## src/rtl/fetch_stage.sv

```systemverilog
// fetch_stage: instruction-fetch stage that owns the program counter.
//   The PC drives the instruction-memory address. The memory returns the
//   instruction combinationally, and this stage registers it into the
//   IF/ID pipeline register. The stage sequences start, stall, branch
//   redirect and HALT, and counts the instructions it fetches.
//
// Build option:
//   BRANCH_FLUSH_EN - when defined, a taken branch squashes the IF/ID
//                     register to a NOP with if_valid=0. When undefined,
//                     IF/ID follows the normal stall/capture rule on a
//                     branch edge.
//
// Ports:
//   clk, rst_n     clock; asynchronous active-low reset
//   start          begin fetching (IDLE) or restart (HALT)
//   stall          hold the PC and IF/ID (decoder not ready)
//   branch_taken   redirect request from the execute stage
//   branch_target  new PC when branch_taken=1
//   add            instruction-memory address (the PC register)
//   inst           instruction read from memory at add, same cycle
//   if_inst        IF/ID instruction (16'h0000 = NOP)
//   if_pc          address that if_inst was fetched from
//   if_valid       if_inst holds a real fetched instruction
//   halted         stage is in HALT
//   fcount         saturating count of captured instructions
module fetch_stage #(
  parameter int unsigned     AW       = 8,
  parameter int unsigned     DW       = 16,
  parameter logic [AW-1:0]   RESET_PC = '0,
  parameter logic [2:0]      HALT_OP  = 3'b111
) (
  input  logic          clk,
  input  logic          rst_n,
  input  logic          start,
  input  logic          stall,
  input  logic          branch_taken,
  input  logic [AW-1:0] branch_target,
  output logic [AW-1:0] add,
  input  logic [DW-1:0] inst,
  output logic [DW-1:0] if_inst,
  output logic [AW-1:0] if_pc,
  output logic          if_valid,
  output logic          halted,
  output logic [15:0]   fcount
);

  localparam int unsigned CW = 16;

  localparam logic [1:0] S_IDLE = 2'd0;
  localparam logic [1:0] S_RUN  = 2'd1;
  localparam logic [1:0] S_HALT = 2'd2;

  logic [1:0]    state_q, state_d;
  logic [AW-1:0] pc_q, pc_d;
  logic [DW-1:0] if_inst_q, if_inst_d;
  logic [AW-1:0] if_pc_q, if_pc_d;
  logic          if_valid_q, if_valid_d;
  logic          halted_q, halted_d;
  logic [CW-1:0] fcount_q, fcount_d;
  logic          capture_c;
  logic          is_halt_c;

  assign is_halt_c = (inst[DW-1 -: 3] == HALT_OP);

  // Next-state and IF/ID update logic
  always_comb begin
    state_d    = state_q;
    pc_d       = pc_q;
    if_inst_d  = if_inst_q;
    if_pc_d    = if_pc_q;
    if_valid_d = if_valid_q;
    halted_d   = halted_q;
    fcount_d   = fcount_q;
    capture_c  = 1'b0;

    case (state_q)
      S_IDLE: begin
        if (start) state_d = S_RUN;
      end

      S_RUN: begin
        if (branch_taken) begin
          // Branch redirects the PC even while the decoder stalls
          pc_d = branch_target;
`ifdef BRANCH_FLUSH_EN
          if_inst_d  = '0;
          if_valid_d = 1'b0;
          if_pc_d    = pc_q;
`else
          if (!stall) capture_c = 1'b1;
`endif
        end else if (!stall) begin
          capture_c = 1'b1;
          if (is_halt_c) begin
            state_d  = S_HALT;
            halted_d = 1'b1;
          end else begin
            pc_d = pc_q + AW'(1);
          end
        end
      end

      S_HALT: begin
        // HALT instruction stays in IF/ID until the decoder accepts it
        if (!stall) begin
          if_inst_d  = '0;
          if_valid_d = 1'b0;
        end
        if (start) begin
          pc_d     = RESET_PC;
          halted_d = 1'b0;
          state_d  = S_RUN;
        end
      end

      default: state_d = S_IDLE;
    endcase

    if (capture_c) begin
      if_inst_d  = inst;
      if_pc_d    = pc_q;
      if_valid_d = 1'b1;
      if (fcount_q != {CW{1'b1}}) fcount_d = fcount_q + CW'(1);
    end
  end

  // State and pipeline registers
  always_ff @(posedge clk or negedge rst_n) begin
    if (!rst_n) begin
      state_q    <= S_IDLE;
      pc_q       <= RESET_PC;
      if_inst_q  <= '0;
      if_pc_q    <= '0;
      if_valid_q <= 1'b0;
      halted_q   <= 1'b0;
      fcount_q   <= '0;
    end else begin
      state_q    <= state_d;
      pc_q       <= pc_d;
      if_inst_q  <= if_inst_d;
      if_pc_q    <= if_pc_d;
      if_valid_q <= if_valid_d;
      halted_q   <= halted_d;
      fcount_q   <= fcount_d;
    end
  end

  assign add      = pc_q;
  assign if_inst  = if_inst_q;
  assign if_pc    = if_pc_q;
  assign if_valid = if_valid_q;
  assign halted   = halted_q;
  assign fcount   = fcount_q;

endmodule

```

## config.mk

```make
export PLATFORM = sky130hd
export DESIGN_NAME = fetch_stage
export DESIGN_NICKNAME = d
export VERILOG_FILES = /design/src/rtl/fetch_stage.sv
export SDC_FILE = /design/constraint.sdc
export NUM_CORES = 1
export LEC_CHECK = 0
export CORE_MARGIN = 2
export CORE_UTILIZATION = 43
export CTS_BUF_LIST = sky130_fd_sc_hd__clkbuf_8
export DETAILED_ROUTE_END_ITERATION = 8
export HOLD_SLACK_MARGIN = 0.02
export PLACE_DENSITY_LB_ADDON = 0.2
export SKIP_CTS_REPAIR_TIMING = 1
export SLEW_MARGIN = 20
export SYNTH_ARGS = -nofsm -noshare
export SYNTH_HDL_FRONTEND = slang
export SYNTH_SLANG_ARGS = --single-unit
```

## constraint.sdc

```tcl
create_clock -name clk -period 1.6 [get_ports clk]
set_input_delay 0.32 -clock clk [delete_from_list [all_inputs] [get_ports clk]]
set_output_delay 0.32 -clock clk [all_outputs]
set_load 0.05 [all_outputs]
```

==> results.py, run 1 <==
metrics = {
    "sta": {
        "clock_skew_ns": 0.01032,
        "worst_slack_ns": -0.1328,
        "finalSetupViolCount": 11,
        "maxSlewHeadroom_pct": 72.72,
        "rsz0062_at_grt": "true",
        "hold_violations": 0,
        "layout_min_cycle_time_ns": 1.733,
        "timing.final.crit_share_pct": 108.3,
        "worst_slew_pin_slew_ns": 0.4080,
        "max_freq_mhz": 577.1,
        "finalMaxSlewViolations": 0,
    },
    "setup_path": {
        "end_kind": "register",
        "critical_path_arrival_ns": 1.92,
        "crit_required_ns": 1.78,
        "reg2reg_from": "state_q[0]",
        "worst_setup_path_start_kind": "input port",
        "rrSetupSlack_ns": -0.08,
        "rr_worst_depth": 8,
        "crit_fanout": 6,
        "crit_start": "stall",
        "worstReg2RegEnd": "add[4]",
        "path_class": "input port to register",
    },
    "clock_tree": {
        "clock_sinks": 52,
        "htreeDepth": 2,
        "cts.path.max_buffers": 2,
        "worstSkewPairLatency_ns": 0.30,
        "tritoncts": "done",
        "clk_pin_slew_worst_paths_ns": 0.09,
        "cts_buffers": 5,
        "root_buffer": "clkbuf_8",
    },
    "floorplanning": {
        "die_w_um": 80.44,
        "num_rows": 27,
        "core_region_area_mm2": 0.005574,
        "start_util_pct": 45.07,
        "io_pins": 79,
        "die_height_um": 80.44,
        "die_area_mm2": 0.006471,
    },
    "finish": {
        "diodes": 0,
        "fin_area_mm2": 0.004249,
        "drive_above_1_share_pct": 47.18,
        "final_nets": 388,
        "area_growth_pct": 69.12,
    },
    "yosys": {
        "synth_ff_type": "dfrtp_1",
        "syn-cell-area_mm2": 0.002512,
        "syn-mean-instance-area_um2": 10.92,
        "synth_top_area_cell": "dfrtp_1",
        "postSynthCellCount": 230,
        "synth_common_cells": "dfrtp_1, nand2_1, a22o_1",
        "async_flop_share_pct": 100.0,
        "netlist_top_cells_area": "dfrtp_1, nand2_1, a22o_1",
        "synth_fp_nets": 265,
        "synth.most_common_cell": "dfrtp_1",
        "synth-seq-cells": 52,
        "synth_edf_count": 0,
        "synth_top_area_share_pct": 51.79,
        "synth_warnings": 0,
        "ys_types": 46,
        "yosysSeqAreaShare_pct": 51.79,
    },
    "detailed_routing": {
        "routed_wl_um": 6731,
        "vias_per_cell": 5.333,
        "drtIter0Drc": 90,
        "firstDrtPassIters": 4,
        "drc": 0,
        "vias": 2272,
        "ant_nets": 0,
        "wire_per_inst_um": 15.80,
    },
    "pwr": {
        "power.leakage_nw": 2.038,
        "ir_worst_vdd_v": 0.001340,
        "power_density_mw_per_mm2": 1940,
    },
    "min_path": {
        "hold_path.class": "register to register",
        "min_path_cells": 2,
        "hold_path_startpoint": "if_valid",
        "hold_end": "if_valid",
    },
    "run_status": {
        "violations": "setup timing",
        "run_status": "complete, but fails checks",
    },
    "placed_design": {
        "dp_hpwl_um": 4561,
        "place_area_mm2": 0.003865,
        "pre_cts_ws_ns": -0.2852,
        "io_buffers": 78,
        "gp_congestion": 0.8266,
    },
    "global_route": {
        "grt_pass1_wl_um": 10050,
        "grt_max_degree": 53,
        "grt_overflow": 0,
        "track_usage_pct": 20.00,
        "antenna_found_initial": 0,
        "grt_pass1_vias": 2121,
    },
    "run": {
        "max-cap-violations": 0,
    },
}
[worst max-delay path by stage]
stage / endpoint / slack, ns / cells after the start
2_1_floorplan: fcount[9] / -0.04 / 5
3_3_place_gp: add[7] / -0.23 / 6
3_5_place_dp: add[7] / -0.29 / 6
4_1_cts: add[7] / -0.09 / 7
5_1_grt: add[4] / -0.23 / 7
6_report: add[4] / -0.13 / 7
[state kept, by name, summed over array words and instances, names as in the netlist]
signal    cells
if_inst      16
add           8
fcount       16
if_valid      1
if_pc         8
state_q       2
halted        1
[layout make-up]
class	instances	area, um2
Tap cell	72	90.09
Inverter	3	16.27
Sequential cell	52	1328
Timing Repair Buffer	128	1423
Multi-Input combinational cell	163	1304
Clock buffer	5	68.82
Fill cell	374	1325
Clock inverter	3	20.02
[critical path: stages]
cell and delay (ns):
clkdlybuf4s50_1 0.45, a31oi_1 0.35, o311ai_4 0.15, buf_6 0.15, buf_4 0.15, o21ai_0 0.26, o21ai_2 0.09
[placed cells by master (no fill, tap or decap), types with 2 or more instances in the layout]
cell,n
nand2_1,39
ha_4,4
dfrtp_1,31
xor2_1,15
buf_12,28
buf_4,63
nor3_2,4
nor4_4,3
a22o_1,16
clkbuf_8,5
a31oi_1,4
a21oi_1,3
nand4_4,2
nand3_1,8
and4_1,2
o21ai_0,4
o21ai_2,6
o21ai_1,2
clkdlybuf4s50_1,27
nor2_1,11
dfrtp_2,21
nor3_4,5
buf_6,7
nand4_1,2
o31a_1,2
and3_1,4
and2_1,2
inv_4,2
ha_1,2
a22oi_1,3
[cell families (layout without fill, tap and decap cells)]
kind of cell	after synthesis	count (layout)	synth area share (%)
compound gates	46	46	13.45
xor+xnor	15	15	5.229
fa+ha+maj	6	6	2.988
buf+inv	15	139	3.286
flops	52	52	51.79
mux	3	3	1.444
simple gates	93	93	21.81
[power by group]
part           internal, mW  switching, mW  total (mW)
Sequential             1.81          0.516        2.32
Clock                 0.306          0.426       0.732
Combinational          2.30           2.89        5.19
Total                  4.41           3.83        8.24
[through the flow]
stage	TNS, ns	utilization (%)	total power, mW	hold slack (ns)	cells
3_5_place_dp	-2.851	69.34	6.918	0.3310	407
4_1_cts	-0.5272	70.93	7.659	0.0005462	415
2_1_floorplan	-0.3839	-	4.831	0.02441	230
5_1_grt	-1.731	76.23	8.668	0.5165	426
6_report	-0.7379	76.23	8.242	0.4823	426
3_3_place_gp	-2.161	69.34	6.840	0.3350	407
[layer usage]
metal  up-vias  wire length, um  GRT usage (%)
li1       1069                -              -
met1      1109             2829          26.95
met2        79             3381          32.67
met3        15              352          4.270
met4         0              168          5.593
met5         -                0              0
No activity file was read; power rests on OpenSTA's default activity.
==> run 2: changes to the inputs <==
- CTS_CLUSTER_SIZE: unset -> 24
==> results of run 2 <==
Same layout as run 1: the final DEF is identical, and so are final timing and power.
